`config.mk`:
```
export PLATFORM = sky130hd
export DESIGN_NAME = tick_irq_ctrl_flat
export DESIGN_NICKNAME = d
export VERILOG_FILES = /design/src/rtl/tick_irq_ctrl_if.sv /design/src/rtl/tick_irq_ctrl.sv /design/src/flat_wrapper.sv
export SDC_FILE = /design/constraint.sdc
export NUM_CORES = 1
export LEC_CHECK = 0
export CAP_MARGIN = 30
export CORE_MARGIN = 3
export CORE_UTILIZATION = 45
export DETAILED_ROUTE_END_ITERATION = 10
export GPL_TIMING_DRIVEN = 0
export MAX_ROUTING_LAYER = met4
export PLACE_DENSITY_LB_ADDON = 0.25
export SLEW_MARGIN = 20
export SYNTH_ARGS = -nofsm -noshare
export SYNTH_HDL_FRONTEND = slang
export SYNTH_SLANG_ARGS = --single-unit
```
`constraint.sdc`:
```
create_clock -name clk_in -period 2.75 [get_ports clk_in]
set_input_delay 0.275 -clock clk_in [delete_from_list [all_inputs] [get_ports clk_in]]
set_output_delay 0.275 -clock clk_in [all_outputs]
set_load 0.005 [all_outputs]
```
`src/rtl/tick_irq_ctrl_if.sv`:
```
// Processor port-I/O bus plus interrupt handshake for tick_irq_ctrl.
// Latency: none, wires only.
// Backpressure: none; single-cycle strobes, no flow control on this bus.
// Signals: port_id/out_port/write_strobe (write side), in_port (read data),
//          interrupt/interrupt_ack (level request and one-cycle acknowledge).
interface tick_irq_ctrl_if;
  logic [7:0] port_id;
  logic [7:0] out_port;
  logic       write_strobe;
  logic [7:0] in_port;
  logic       interrupt;
  logic       interrupt_ack;

  // Processor side drives address, write data and acknowledge.
  modport master (
    output port_id,
    output out_port,
    output write_strobe,
    output interrupt_ack,
    input  in_port,
    input  interrupt
  );

  // Peripheral side returns read data and the interrupt request.
  modport slave (
    input  port_id,
    input  out_port,
    input  write_strobe,
    input  interrupt_ack,
    output in_port,
    output interrupt
  );
endinterface

```
`src/rtl/tick_irq_ctrl.sv`:
```
// Periodic interrupt controller: prescaler tick every DIV clocks, event every PERIOD+1 ticks.
// Latency: register writes take effect on the write edge; interrupt rises one cycle after the event tick.
// Backpressure: none; the interrupt level is held until interrupt_ack, extra events set sticky OVR.
// Ports: clk_in, reset (async active-low), bus (slave: port I/O + interrupt), tick_out.
// Registers at BASE_ADDR+0..3: CTRL (EN, OVR_CLR), PERIOD, STATUS (EN, PEND, OVR), COUNT.
module tick_irq_ctrl #(
  parameter int          DIV       = 1000,
  parameter logic [7:0]  BASE_ADDR = 8'h00
) (
  input  logic           clk_in,
  input  logic           reset,
  tick_irq_ctrl_if.slave bus,
  output logic           tick_out
);

  typedef enum logic {IDLE = 1'b0, PEND = 1'b1} irq_state_t;

  localparam logic [9:0] DIV_LAST = 10'(DIV - 1);

  logic       en;
  logic [7:0] period;
  logic [9:0] presc;
  logic [7:0] count;
  logic       ovr;
  logic       ovr_nxt;
  irq_state_t state;
  irq_state_t state_nxt;

  // Address decode: wrap-around subtraction so the window is BASE_ADDR..BASE_ADDR+3.
  logic [7:0] offset;
  logic       hit;
  logic       wr_ctrl;
  logic       wr_period;
  logic       dis_wr;
  logic       ovr_clr;
  logic       tick;
  logic       period_evt;

  assign offset    = bus.port_id - BASE_ADDR;
  assign hit       = (offset[7:2] == 6'd0);
  assign wr_ctrl   = bus.write_strobe && hit && (offset[1:0] == 2'd0);
  assign wr_period = bus.write_strobe && hit && (offset[1:0] == 2'd1);
  assign dis_wr    = wr_ctrl && !bus.out_port[0];
  assign ovr_clr   = wr_ctrl && bus.out_port[1];

  assign tick       = en && (presc == DIV_LAST);
  assign period_evt = tick && (count == period);
  assign tick_out   = tick;

  // Configuration, prescaler and event counter.
  always_ff @(posedge clk_in or negedge reset) begin
    if (!reset) begin
      en     <= 1'b0;
      period <= 8'hFF;
      presc  <= 10'd0;
      count  <= 8'd0;
    end else begin
      if (wr_ctrl) en <= bus.out_port[0];
      if (wr_period) period <= bus.out_port;

      // Disable clears the prescaler; enabling from 0 starts from the held 0.
      if (dis_wr || !en || tick) presc <= 10'd0;
      else                       presc <= presc + 10'd1;

      // Any PERIOD write or disable restarts the count, even on a tick edge.
      if (dis_wr || wr_period) count <= 8'd0;
      else if (tick)           count <= period_evt ? 8'd0 : count + 8'd1;
    end
  end

  always_ff @(posedge clk_in or negedge reset) begin
    if (!reset) begin
      state <= IDLE;
      ovr   <= 1'b0;
    end else begin
      state <= state_nxt;
      ovr   <= ovr_nxt;
    end
  end

  // Pending interrupt: an event arriving with an ack in the same cycle is kept
  // as the new pending request and is not counted as an overrun.
  always_comb begin
    state_nxt = state;
    ovr_nxt   = ovr;
    if (ovr_clr) ovr_nxt = 1'b0;
    case (state)
      IDLE: begin
        if (period_evt) state_nxt = PEND;
      end
      PEND: begin
        if (period_evt && !bus.interrupt_ack) ovr_nxt = 1'b1;
        else if (bus.interrupt_ack && !period_evt) state_nxt = IDLE;
      end
      default: state_nxt = IDLE;
    endcase
  end

  assign bus.interrupt = (state == PEND);

  always_comb begin
    bus.in_port = 8'h00;
    if (hit) begin
      case (offset[1:0])
        2'd0: bus.in_port = {7'd0, en};
        2'd1: bus.in_port = period;
        2'd2: bus.in_port = {5'd0, ovr, (state == PEND), en};
        2'd3: bus.in_port = count;
        default: bus.in_port = 8'h00;
      endcase
    end
  end

endmodule

```
`src/flat_wrapper.sv`:
```
// flat-port wrapper written by rule: the top's interface ports become plain ports
module tick_irq_ctrl_flat 
#(
  parameter int          DIV       = 1000,
  parameter logic [7:0]  BASE_ADDR = 8'h00
)
  (clk_in, reset, tick_out, bus_port_id, bus_out_port, bus_write_strobe, bus_interrupt_ack, bus_in_port, bus_interrupt);
  tick_irq_ctrl_if bus_i ();
  input  logic clk_in;
  input  logic reset;
  output logic tick_out;
  input wire logic [$bits(bus_i.port_id)-1:0] bus_port_id;
  input wire logic [$bits(bus_i.out_port)-1:0] bus_out_port;
  input wire logic [$bits(bus_i.write_strobe)-1:0] bus_write_strobe;
  input wire logic [$bits(bus_i.interrupt_ack)-1:0] bus_interrupt_ack;
  output wire logic [$bits(bus_i.in_port)-1:0] bus_in_port;
  output wire logic [$bits(bus_i.interrupt)-1:0] bus_interrupt;
  assign bus_i.port_id = bus_port_id;
  assign bus_i.out_port = bus_out_port;
  assign bus_i.write_strobe = bus_write_strobe;
  assign bus_i.interrupt_ack = bus_interrupt_ack;
  assign bus_in_port = bus_i.in_port;
  assign bus_interrupt = bus_i.interrupt;
  tick_irq_ctrl #(.DIV(DIV), .BASE_ADDR(BASE_ADDR)) u_core (.clk_in(clk_in), .reset(reset), .bus(bus_i), .tick_out(tick_out));
endmodule
```
== After elaboration in Yosys (flattened, before gate mapping) ==
Index checks and enable logic that the tools add are counted.

* Register bits: 29
* Bits of input ports: 20
* Output and inout bits: 10
* Word-level logic and storage cells: 46

* $add $sub $neg: 2
* Eq/ne operators: 5
* Multiplexer cells: 13
* Bitwise gates (word level): 1
* Reductions and logical operators: 19

{| class="wikitable"
|+ Operator list
! kind !! count
|-
| $mux 8 || 4
|-
| $pmux 8 s4 || 1
|-
| $add 10x1->10 const B || 1
|-
| $eq 10x10->1 const B || 1
|-
| $mux 10 || 1
|-
| $logic_and 1x1->1 || 9
|-
| $add 8x1->8 const B || 1
|-
| $eq 8x8->1 || 1
|-
| $logic_not 6->1 || 1
|-
| $mux 1 || 6
|-
| $eq 2x2->1 const B || 2
|-
| $logic_not 1->1 || 4
|-
| $logic_or 1x1->1 || 3
|-
| $eq 2x1->1 const B || 1
|-
| $logic_not 2->1 || 1
|-
| $pmux 1 s2 || 1
|-
| $reduce_bool 2->1 || 1
|-
| $not 1->1 || 1
|}

== Logic depth before layout (Yosys ltp) ==
Gate-level depths: netlist of the first run.

* Depth in word-level cells: 8
* Gate-level depth with buffers: 8
* Depth with buffers taken out: 7

== Worst setup path after synthesis of the first run ==
No wires, ideal clock.

* Path type: flip-flop to flip-flop
* From: register u_core.presc[0]
* To: register u_core.count[2]
* Library setup time: 126 ps
* Arrival time: 1,582 ps
* Required time: 2,624 ps
* Path slack: 1,042 ps
* Cell stages (with the launch flop): 8
* Buffers on the path: 1
* Period minus slack after synthesis: 1,708 ps
* Cells stage by stage: dfrtp_1 ha_1 nand2_1 or3_1 buf_6 clkinv_2 nor2_2 a221o_1

* Word-level cells in the longest chain between the ends: 6
* Elaborated cells on any way between the ends: 7
* Classes of those cells: eq/ne: 1; mux: 3; reduce/logical: 3

{| class="wikitable"
|+ Ends and longest elaborated chain
! item !! line !! source
|-
| start: declaration || tick_irq_ctrl.sv:22 || <nowiki>logic [9:0] presc;</nowiki>
|-
| start signal: assignment || tick_irq_ctrl.sv:63 || <nowiki>else presc <= presc + 10'd1;</nowiki>
|-
| $eq 10x10->1 * || tick_irq_ctrl.sv:46 || <nowiki>assign tick = en && (presc == DIV_LAST);</nowiki>
|-
| $logic_and 1x1->1 * || tick_irq_ctrl.sv:46 ||
|-
| via tick_out || flat_wrapper.sv:11 || <nowiki>output logic tick_out;</nowiki>
|-
| $logic_and 1x1->1 || tick_irq_ctrl.sv:47 || <nowiki>assign period_evt = tick && (count == period);</nowiki>
|-
| $mux 8 (2 in a row) || tick_irq_ctrl.sv:67 || <nowiki>else if (tick) count <= period_evt ? 8'd0 : count + 8'd1;</nowiki>
|-
| $mux 8 || tick_irq_ctrl.sv:66 || <nowiki>if (dis_wr || wr_period) count <= 8'd0;</nowiki>
|-
| end signal: assignment || tick_irq_ctrl.sv:67 ||
|-
| end: declaration || tick_irq_ctrl.sv:23 || <nowiki>logic [7:0] count;</nowiki>
|}

The timed path passes the listed nets; every way through them passes the cells marked *. The select of a mux whose other input is x is not followed.
A chain may end at the register's enable or synchronous reset.

== Worst setup path in the final report of the first run ==
* From: register u_core.presc[0]
* To: output port tick_out

* Word-level cells in the longest chain between the ends: 2

{| class="wikitable"
|+ Ends and longest elaborated chain
! item !! line
|-
| $eq 10x10->1 || tick_irq_ctrl.sv:46
|-
| $logic_and 1x1->1 || tick_irq_ctrl.sv:46
|-
| end: declaration || flat_wrapper.sv:11
|}

Every way passes these cells.

==> metrics.cfg, run 1 <==
[worst_setup_path]
cp.buffers_inverters = 3
critical_path.reg2reg.startpoint = u_core.presc[0]
critPathRequiredTime_ns = 2.48
critical_path_peak_fanout = 7
ordered_list_of_cells_on_the_worst_path = ha_1 > nand2_1 > or3_1 > buf_6 > clkinv_2 > clkdlybuf4s50_1
path_depth = 6
ff2ff_path_depth = 7
critical_path.max_stage_delay_ns = 0.50
critPathKind = reg -> out
cp_data_arrival_time_ns = 2.06
critPathCaptureType = output port
worstSetupEndpoint = tick_out
critical-path-slowest-cell = clkdlybuf4s50_1
start_kind = flop
setup.worst_path.start = u_core.presc[0]
rrSetupSlack_ns = 0.89
reg2reg_to = u_core.count[7]
cp_top_family = buffers and inverters

[sta]
setup_violations = 0
hold_ws_ns = 0.0134
hold_viol_final = 0
final.setup.worst_slack_ns = 0.413
maxSlewHeadroom = 0.576
clock-skew-final_ns = 0.00351
worst-slew-pin-transition_ns = 0.635
finalCritPeriodShare = 0.850
rsz0062_at_grt = no
final.min_clock_period_ns = 2.34
totalNegativeSetupSlack_ns = 0
max_frequency_mhz = 428
final_max_slew_viol_count = 0

[global_routing]
grt-busiest-layer = met2
gr-usage-met1 = 0.248
grt_usage = 0.193
grt.overflow.total = 0
grt_pass1_vias = 1415
grt_pass1_wl_um = 6310
grtUsageMet2 = 0.282
globalRouteMet3Util = 0.0549
grt_antenna_before_repair = 0
grt_max_degree = 30

[pwr]
sequentialPowerShare = 0.492
pwr_per_cell_area_nw_per_um2 = 437
total_power_w = 0.000926
netSwitchingPower_w = 0.000209
comb_power_share = 0.095
irDropWorstVdd_uv = 240
power.share.clock = 0.413
sw_frac_of_total = 0.226
static-leakage-power_nw = 0.858
internal_power_w = 0.000717

[flow_run]
max-cap-violations = 0

[hold_path]
worst_hold_path_type = in -> async

[synth]
synthArstFlopShare = 1.00
post_synth_net_total = 189
postSynthCellCount = 167
synth_enable_flop_cells = 0
synth.distinct_cells = 40
synthesis.area_um2 = 1700
synth_seq_area_share = 0.434
synth-main-ff-cell = dfrtp_1
synth.ff_latch_count = 29
avgSynthCellArea_um2 = 10.2
yosys_synthesis_warning_count = 0

[clock_network]
cts_htree_levels = 2
cts_buffers = 5
cts_hold_buffers = 0
cts_setup_buffers = 0
tritoncts_num_sinks = 29
cts_tree = done
clk_latency_worst_skew_pair_ns = 0.28
clock-root-buffer = clkbuf_8
clk_pin_slew_ns = 0.06
cts_buffer_depth = 2
post_cts.resized_instances = 0

[route]
detailroute.via_count = 1361
route.detailed.vias_per_inst = 5.49
wl_per_cell_um = 14.4
detail_route.iter0.violations = 86
wirelength_um = 3570
detail_route.first_pass.iterations = 4
ant_nets = 0
drc = 0

[place]
place_ws_ns = 0.420
port_buffers = 27
place.detailed.hpwl_um = 2630
routabilityCongestion = 0.802
dpl_cell_area_um2 = 2020

[floorplan]
design.die.area_um2 = 4540
core.rowCount = 21
start_util = 0.485
core_um2 = 3490
die_w_um = 67.4
ios = 30
dieHeight_um = 67.4

[cells_and_area]
diodes = 0
finalInstanceArea_um2 = 2120
sequential_cell_area_um2 = 736
nFillCells = 281
finalNetCount = 223
multi_input_area_um2 = 911
post_route_cells_drive_above_1_share = 0.213
syn2layout_area_growth_pct = 25.0

[status]
outcome = completed

## cell usage after synthesis, types with 2 or more instances
cell type | count | area [um2]
dfrtp_1 | 21 | 526
nand3_1 | 7 | 35.0
nand2_1 | 16 | 60.1
nor2b_1 | 2 | 12.5
a21oi_1 | 2 | 10.0
nand4_1 | 3 | 18.8
buf_6 | 2 | 22.5
dfstp_2 | 8 | 210
a22oi_1 | 2 | 15.0
nor2_1 | 29 | 109
a221o_1 | 6 | 60.1
nor3_1 | 5 | 25.0
and3_1 | 2 | 12.5
mux2i_1 | 6 | 60.1
xor2_1 | 3 | 26.3
or3_1 | 4 | 25.0
mux2_2 | 11 | 124
or2_2 | 2 | 12.5
buf_2 | 3 | 15.0
ha_1 | 2 | 25.0
xnor2_1 | 12 | 105
## through the flow
stage | util | std cells
3_3_place_gp | 0.579 | 240
2_1_floorplan | - | 167
5_1_grt | 0.607 | 248
6_report | 0.607 | 248
4_1_cts | 0.607 | 248
3_5_place_dp | 0.578 | 240
## worst reg2reg max path, cell delays in order, from the launching register on
cell and delay (ns):
dfrtp_1 0.38, ha_1 0.22, nand2_1 0.08, or3_1 0.36, buf_6 0.15, clkinv_2 0.08, nor2_2 0.08, a221o_1 0.38
## metal layers
metal / share of wire / vias up / wire length (um)
met5: 0 / - / 0
met4: 0.018 / 0 / 63
li1: - / 657 / -
met3: 0.053 / 5 / 191
met2: 0.45 / 36 / 1620
met1: 0.48 / 663 / 1700
## registers in the layout, summed over array words and instances, names as in the netlist
signal	flops
u_core.en	1
u_core.period	8
u_core.bus.interrupt	1
u_core.ovr	1
u_core.count	8
u_core.presc	10
## worst min path at each step
stage	start	to	slack, ns	cells past startpoint
finish	reset	u_core.count[7]	0.01	1
global route	reset	u_core.presc[6]	0.07	1
CTS	reset	u_core.presc[6]	0.04	1
detailed placement	reset	u_core.count[6]	0.34	1
global placement	u_core.presc[0]	u_core.presc[0]	0.47	1
floorplan	reset	u_core.bus.interrupt	-0.02	0
## power by group through the flow
stage                     Sequential [W]  Clock [W]  Combinational (W)
after global routing            0.000457   0.000411          0.0000985
final                           0.000456   0.000383          0.0000878
after floorplan                 0.000458          0          0.0000450
after global placement          0.000462          0          0.0000867
after CTS                       0.000455   0.000393          0.0000895
after detailed placement        0.000462          0          0.0000892
## final cells by class
class / count / share of cell area
plain buffers: 6 / 0.0195
clock buffers: 7 / 0.0454
clock inverters: 1 / 0.00236
inverters: 2 / 0.00413
multi-input cells: 130 / 0.429
flip-flops and latches: 29 / 0.347
well taps: 46 / 0.0271
repair buffers: 27 / 0.125
## cells by family after synthesis
group / after synthesis / synth area share
xor gates and xnor gates: 15 / 0.0774
AOI/OAI and AO/OA: 18 / 0.0944
and+or+nand+nor: 78 / 0.242
muxes: 17 / 0.108
adders and majority gates: 2 / 0.0147
DFF: 29 / 0.434
buffers and inverters: 8 / 0.0295
## placed cells by master, fill, tap and decap left out, types with 2 or more instances in the layout
master           synthesis  routed
nand3_1                  7       7
nand2_1                 16      16
nand4_1                  3       3
dfrtp_1                 21      21
dfstp_2                  8       8
or3_1                    4       4
buf_2                    3       4
nor2_1                  29      29
xnor2_1                 12      12
a21oi_1                  2       2
nor2b_1                  2       2
a22oi_1                  2       2
xor2_1                   3       3
mux2_2                  11      11
or2_2                    2       2
mux2i_1                  6       6
clkinv_2                 1       2
buf_6                    2       2
and3_1                   2       2
ha_1                     2       2
clkdlybuf4s50_1          0      26
a221o_1                  6       6
nor3_1                   5       5
clkbuf_8                 0       7
Note: power is estimated with default switching activity, not from simulation.
==> run 2, diff against run 1 <==
clock period = 2.1 ns   (was 2.75 ns; I/O delays follow)
==> run 2 against run 1 <==
Effect of this change: die area is the same; first-iteration DRC count shrank 2.3%; setup slack worse by 0.38 ns; sequential power up 31%; global-route usage up 1.0 points; register-to-register slack got worse by 0.58 ns; final cell count is 4.8% higher; critical path depth decreased by 1; clock power is 31% higher; combinational power is 40% higher; critical path type is now in -> out.
==> metrics.cfg, run 2 (same netlist as run 1, synthesis figures left out) <==
[clock_network]
clock-root-buffer = clkbuf_8
cts_htree_levels = 2  ; unchanged
tritoncts_num_sinks = 29  ; unchanged
cts_buffers = 5  ; unchanged
clk_pin_slew_ns = 0.06  ; about the same
clk_latency_worst_skew_pair_ns = 0.28  ; about the same
cts_tree = done
cts_buffer_depth = 2  ; unchanged

[sta]
setup_violations = 0  ; unchanged
hold_ws_ns = 0.484  ; +0.470 ns
finalCritPeriodShare = 0.983
hold_viol_final = 0  ; unchanged
rsz0062_at_grt = yes
clock-skew-final_ns = 0.00467  ; +0.00116 ns
final_max_slew_viol_count = 0  ; unchanged
maxSlewHeadroom = 0.574  ; -0.00287
max_frequency_mhz = 484
final.min_clock_period_ns = 2.06
worst-slew-pin-transition_ns = 0.640  ; +0.00430 ns

[route]
wl_per_cell_um = 14.6  ; +1.0%
highest_layer = met4
wirelength_met1_um = 1700  ; -0.29%
met3_wirelength_um = 224  ; +17%
drc = 0  ; unchanged
ant_nets = 0  ; unchanged
route.met2.wl_um = 1790  ; +11%
detailroute.via_count = 1411  ; +3.7%
detail_route.iter0.violations = 84  ; -2.3%
detail_route.first_pass.iterations = 4  ; unchanged
wirelength_um = 3790  ; +5.9%
route.detailed.vias_per_inst = 5.43  ; -1.1%

[flow_run]
max-cap-violations = 0  ; unchanged

[floorplan]
core.rowCount = 21  ; unchanged
ios = 30  ; unchanged
core_um2 = 3490  ; unchanged
start_util = 0.485  ; unchanged
design.die.area_um2 = 4540  ; unchanged
dieHeight_um = 67.4  ; unchanged
die_w_um = 67.4  ; unchanged

[place]
routabilityCongestion = 0.802  ; unchanged
port_buffers = 27  ; unchanged
place_inst = 240  ; unchanged
dpl_cell_area_um2 = 2020  ; unchanged
place.detailed.hpwl_um = 2630  ; unchanged

[global_routing]
grt_usage = 0.203  ; +0.0101
grt_antenna_before_repair = 0  ; unchanged
grt_pass1_wl_um = 6620  ; +4.9%
grt.overflow.total = 0  ; unchanged
grt_max_degree = 30  ; unchanged
grt_pass1_vias = 1473  ; +4.1%

[cells_and_area]
mostFrequentLayoutCells = nor2_1, dfrtp_1, clkdlybuf4s50_1, nand2_1, xnor2_1
largest_register_ffs = 10  ; unchanged
finalInstanceArea_um2 = 2240  ; +5.6%
finalNetCount = 235  ; +5.4%
register_name_with_the_most_flops = u_core.presc
layoutNonFillerInstCount = 260  ; +4.8%
top_regs = u_core.presc x10, u_core.count x8, u_core.period x8
final_core_util = 0.641  ; +0.0340
post_route_cells_drive_above_1_share = 0.276  ; +0.0628
syn2layout_area_growth_pct = 32.0
diodes = 0  ; unchanged
layout_commonest_cell = nor2_1

[hold_path]
worst_hold_path_type = in -> reg
hp-start = bus_port_id[1]

[worst_setup_path]
reg2reg_to = u_core.count[7]
setup.worst_path.start = bus_port_id[3]
critical_path_peak_fanout = 5  ; -2
critical_path.max_stage_delay_ns = 0.51  ; about the same
worstSetupEndpoint = bus_in_port[5]
critical_path.reg2reg.startpoint = u_core.count[3]
ff2ff_path_depth = 7  ; unchanged
critPathKind = in -> out
timing.critical_path.mode_cell = clkdlybuf4s50_1
rrSetupSlack_ns = 0.31  ; -0.58 ns
start_kind = input pin
cp_data_arrival_time_ns = 1.85  ; -0.21 ns
critical-path-slowest-cell = clkdlybuf4s50_1
ordered_list_of_cells_on_the_worst_path = clkdlybuf4s50_1 > nor4_4 > nand3_2 > nor2_1 > clkdlybuf4s50_1
critPathRequiredTime_ns = 1.89  ; -0.59 ns
critPathCaptureType = output port

[pwr]
comb_power_share = 0.101  ; +0.006
sequentialPowerShare = 0.489  ; -0.003
total_power_w = 0.00122  ; +32%
internal_power_w = 0.000943  ; +32%
sw_frac_of_total = 0.227  ; +0.000818
pwr_per_cell_area_nw_per_um2 = 545  ; +25%
static-leakage-power_nw = 1.03  ; +20%
power.share.clock = 0.410  ; -0.003
netSwitchingPower_w = 0.000277  ; +32%
irDropWorstVdd_uv = 317  ; +32%

[status]
outcome = completed

==> run 2: cell count changes in the layout (fill, tap and decap cells not counted), sizes merged <==
cell | before | now
buf | 6 | 17
dlygate4sd2 | 0 | 3
dlygate4sd3 | 0 | 1
dlymetal6s2s | 0 | 5
clkdlybuf4s50 | 26 | 18
==> run 2: per-stage QoR <==
step	setup WS (ns)	setup TNS, ns
after floorplan	0.392	0
after global placement	-0.0509	-0.194
after detailed placement	-0.100	-0.655
after CTS	-0.0520	-0.0520
after global routing	-0.0289	-0.0289
final	0.0351	0
==> run 2: area by class of cell <==
class                   instances  area (um2)
multi-input cells             130         928
inverters                       2        8.76
clock buffers                   7        96.3
fillers                       263        1250
repair buffers                 39         367
clock inverters                 1        5.00
well taps                      46        57.6
flip-flops and latches         29         736
plain buffers                   6        41.3
==> run 2: timing repair <==
action | in CTS | in global routing
pin swaps | 9 | 3
setup endpoints to repair | 7 | 6
endpoints found under the hold margin | 21 | 0
hold buffers | 1 | 0
gates resized for setup | 6 | 7
buffers inserted | 9 | 2
==> run 2: power groups by stage <==
stage / clock network [W] / logic (W) / registers [W]
2_1_floorplan: 0 / 0.0000589 / 0.000600
3_3_place_gp: 0 / 0.000114 / 0.000605
3_5_place_dp: 0 / 0.000117 / 0.000605
4_1_cts: 0.000514 / 0.000123 / 0.000596
5_1_grt: 0.000540 / 0.000137 / 0.000598
6_report: 0.000500 / 0.000123 / 0.000596
==> run 2: critical path, delay by kind of cell <==
family / cells / cell delay [ns]
and+or+nand+nor: 3 / 0.69
buffers and inverters: 2 / 0.96
==> run 2: worst min path at each step <==
stage                                 to  slack (ns)  cells past startpoint
floorplan           u_core.bus.interrupt       -0.09                      0
global placement         u_core.presc[0]        0.47                      1
detailed placement       u_core.count[6]        0.27                      1
CTS                      u_core.count[1]        0.47                      5
global route             u_core.count[1]        0.54                      5
finish                   u_core.count[1]        0.48                      5
==> run 2: metal layers <==
layer,global-route usage,vias up
met5,-,-
met1,0.257,675
met3,0.0549,8
li1,-,683
met4,0.0962,0
met2,0.302,45
==> run 3, diff against run 2 <==
CELL_PAD_IN_SITES_DETAIL_PLACEMENT = 1   (was default)
CELL_PAD_IN_SITES_GLOBAL_PLACEMENT = 1   (was default)
CORE_UTILIZATION = 36   (was 45)
==> run 3 against run 2 <==
Effect of this change: setup slack better by 0.031 ns; non-clock buffer count down 3; highest routed layer unchanged; sequential cell count unchanged; critical endpoint is now tick_out; combinational power about the same; largest power group unchanged; critical path depth up 1; die area up 23%; sequential share of layout area up 0.43 points; global-route usage down 1.7 points; largest cell class unchanged; register-to-register slack worse by 0.10 ns; sequential power about the same; clock skew down 0.0025 ns.
==> metrics.cfg, run 3 (same netlist as run 1, synthesis figures left out) <==
[worst_setup_path]
critPathCaptureType = output port
ff2ff_path_depth = 7  ; unchanged
critical_path.reg2reg.startpoint = u_core.presc[1]
cp_data_arrival_time_ns = 1.82  ; -0.03 ns
rrSetupSlack_ns = 0.21  ; -0.10 ns
critical_path_peak_fanout = 7  ; +2
start_kind = flop
reg2reg_to = u_core.count[3]
critPathRequiredTime_ns = 1.89  ; about the same
critPathKind = reg -> out

[clock_network]
cts_tree = done
clk_pin_slew_ns = 0.06  ; about the same
cts_buffers = 5  ; unchanged
clock-root-buffer = clkbuf_8
clk_latency_worst_skew_pair_ns = 0.27  ; about the same
cts_htree_levels = 2  ; unchanged
tritoncts_num_sinks = 29  ; unchanged
cts_buffer_depth = 2  ; unchanged

[route]
wl_per_cell_um = 17.6  ; +21%
detail_route.first_pass.iterations = 4  ; unchanged
detail_route.iter0.violations = 32  ; -62%
drc = 0  ; unchanged
wirelength_um = 4640  ; +23%
ant_nets = 0  ; unchanged
detailroute.via_count = 1475  ; +4.5%
route.detailed.vias_per_inst = 5.61  ; +3.3%

[cells_and_area]
finalInstanceArea_um2 = 2210  ; -1.3%
diodes = 0  ; unchanged
finalNetCount = 232  ; -1.3%
post_route_cells_drive_above_1_share = 0.261  ; -0.0150
register_name_with_the_most_flops = u_core.presc
top_regs = u_core.presc x10, u_core.count x8, u_core.period x8
layout_commonest_cell = nor2_1
syn2layout_area_growth_pct = 30.3
largest_register_ffs = 10  ; unchanged
mostFrequentLayoutCells = nor2_1, dfrtp_1, clkdlybuf4s50_1, nand2_1, xnor2_1

[sta]
final.setup.worst_slack_ns = 0.0664  ; +0.0313 ns
hold_viol_final = 0  ; unchanged
worst-slew-pin-transition_ns = 0.665  ; +0.0250 ns
finalCritPeriodShare = 0.968  ; -0.0149
final_max_slew_viol_count = 0  ; unchanged
max_frequency_mhz = 492  ; +1.5%
clock-skew-final_ns = 0.00213  ; -0.00255 ns
maxSlewHeadroom = 0.557  ; -0.0167
rsz0062_at_grt = yes
final.min_clock_period_ns = 2.03  ; -0.0313 ns
setup_violations = 0  ; unchanged

[hold_path]
timing.hold.worst_path_depth = 5  ; unchanged
worst_hold_path_type = in -> reg
hp-start = bus_port_id[1]
hold-path-endpoint = u_core.count[1]

[pwr]
power.share.clock = 0.392  ; -0.018
comb_power_share = 0.105  ; +0.004
sequentialPowerShare = 0.503  ; +0.014
netSwitchingPower_w = 0.000273  ; -1.3%
irDropWorstVdd_uv = 232  ; -27%
internal_power_w = 0.000913  ; -3.1%
static-leakage-power_nw = 0.978  ; -5.1%
pwr_per_cell_area_nw_per_um2 = 537  ; -1.4%
sw_frac_of_total = 0.230  ; +0.00333

[floorplan]
dieHeight_um = 74.7  ; +11%
core_um2 = 4440  ; +27%
ios = 30  ; unchanged
core.rowCount = 24  ; +14%
die_w_um = 74.7  ; +11%
design.die.area_um2 = 5570  ; +23%
start_util = 0.382  ; -0.104

[global_routing]
grt_max_degree = 30  ; unchanged
grt.overflow.total = 0  ; unchanged
grt_pass1_wl_um = 7580  ; +14%
grt_antenna_before_repair = 0  ; unchanged
grt_pass1_vias = 1595  ; +8.3%
grt_usage = 0.186  ; -0.0170

[flow_run]
max-cap-violations = 0  ; unchanged

[place]
routabilityCongestion = 0.799  ; -0.35%
port_buffers = 27  ; unchanged
dpl_cell_area_um2 = 2030  ; +0.37%
place_ws_ns = -0.158  ; -0.0574 ns
place.detailed.hpwl_um = 3400  ; +29%

[status]
outcome = completed

-- run 3: layout make-up --
type / count / area, um2
buffer: 6 / 41.3
clock buffer: 8 / 90.1
fill: 514 / 2230
inverter: 2 / 8.76
multi-input combinational: 130 / 928
sequential: 29 / 736
tap: 52 / 65.1
timing repair buffer: 36 / 342
-- run 3: worst max-delay path by stage --
stage / start / endpoint / slack, ns / cells past startpoint
floorplan: u_core.presc[0] / u_core.count[2] / 0.39 / 7
global placement: bus_port_id[3] / bus_in_port[4] / -0.07 / 5
detailed placement: bus_port_id[3] / bus_in_port[4] / -0.16 / 5
CTS: bus_port_id[2] / bus_in_port[0] / 0.03 / 5
global route: bus_port_id[3] / bus_in_port[7] / -0.03 / 5
finish: u_core.presc[1] / tick_out / 0.07 / 6
-- run 3: layer usage --
metal / track usage / part of all wire
met1: 0.206 / 0.42
met2: 0.341 / 0.53
met3: 0.0360 / 0.040
met4: 0.0474 / 0.013
met5: - / 0
-- run 3: worst max-delay path, cell delays in order (launching register included) --
cell and delay [ns]:
dfrtp_1 0.39, ha_2 0.21, nand2_1 0.08, or3_1 0.38, buf_6 0.16, clkinv_2 0.09
dlygate4sd2_1 0.24
-- run 3: per-stage QoR --
stage	power [W]	utilization	setup TNS, ns	hold slack (ns)	cells
2_1_floorplan	0.000659	-	0	-0.0856	167
6_report	0.00119	0.497	0	0.487	263
4_1_cts	0.00121	0.489	0	0.488	260
5_1_grt	0.00125	0.497	-0.0398	0.509	263
3_3_place_gp	0.000719	0.457	-0.482	0.467	246
3_5_place_dp	0.000726	0.456	-0.849	0.294	246
-- run 3: power by group through the flow --
stage | clock, W | combinational (W) | sequential [W]
finish | 0.000465 | 0.000125 | 0.000597
global route | 0.000517 | 0.000137 | 0.000599
CTS | 0.000485 | 0.000125 | 0.000597
detailed placement | 0 | 0.000119 | 0.000606
global placement | 0 | 0.000115 | 0.000604
floorplan | 0 | 0.0000589 | 0.000600
-- run 3: timing repair --
item                       in CTS  in global routing
hold buffers                    1                  0
gates resized for setup         7                  6
pin swaps                       6                  6
setup endpoints to repair       7                  6
hold endpoints to repair       21                  0
buffers inserted                5                  3
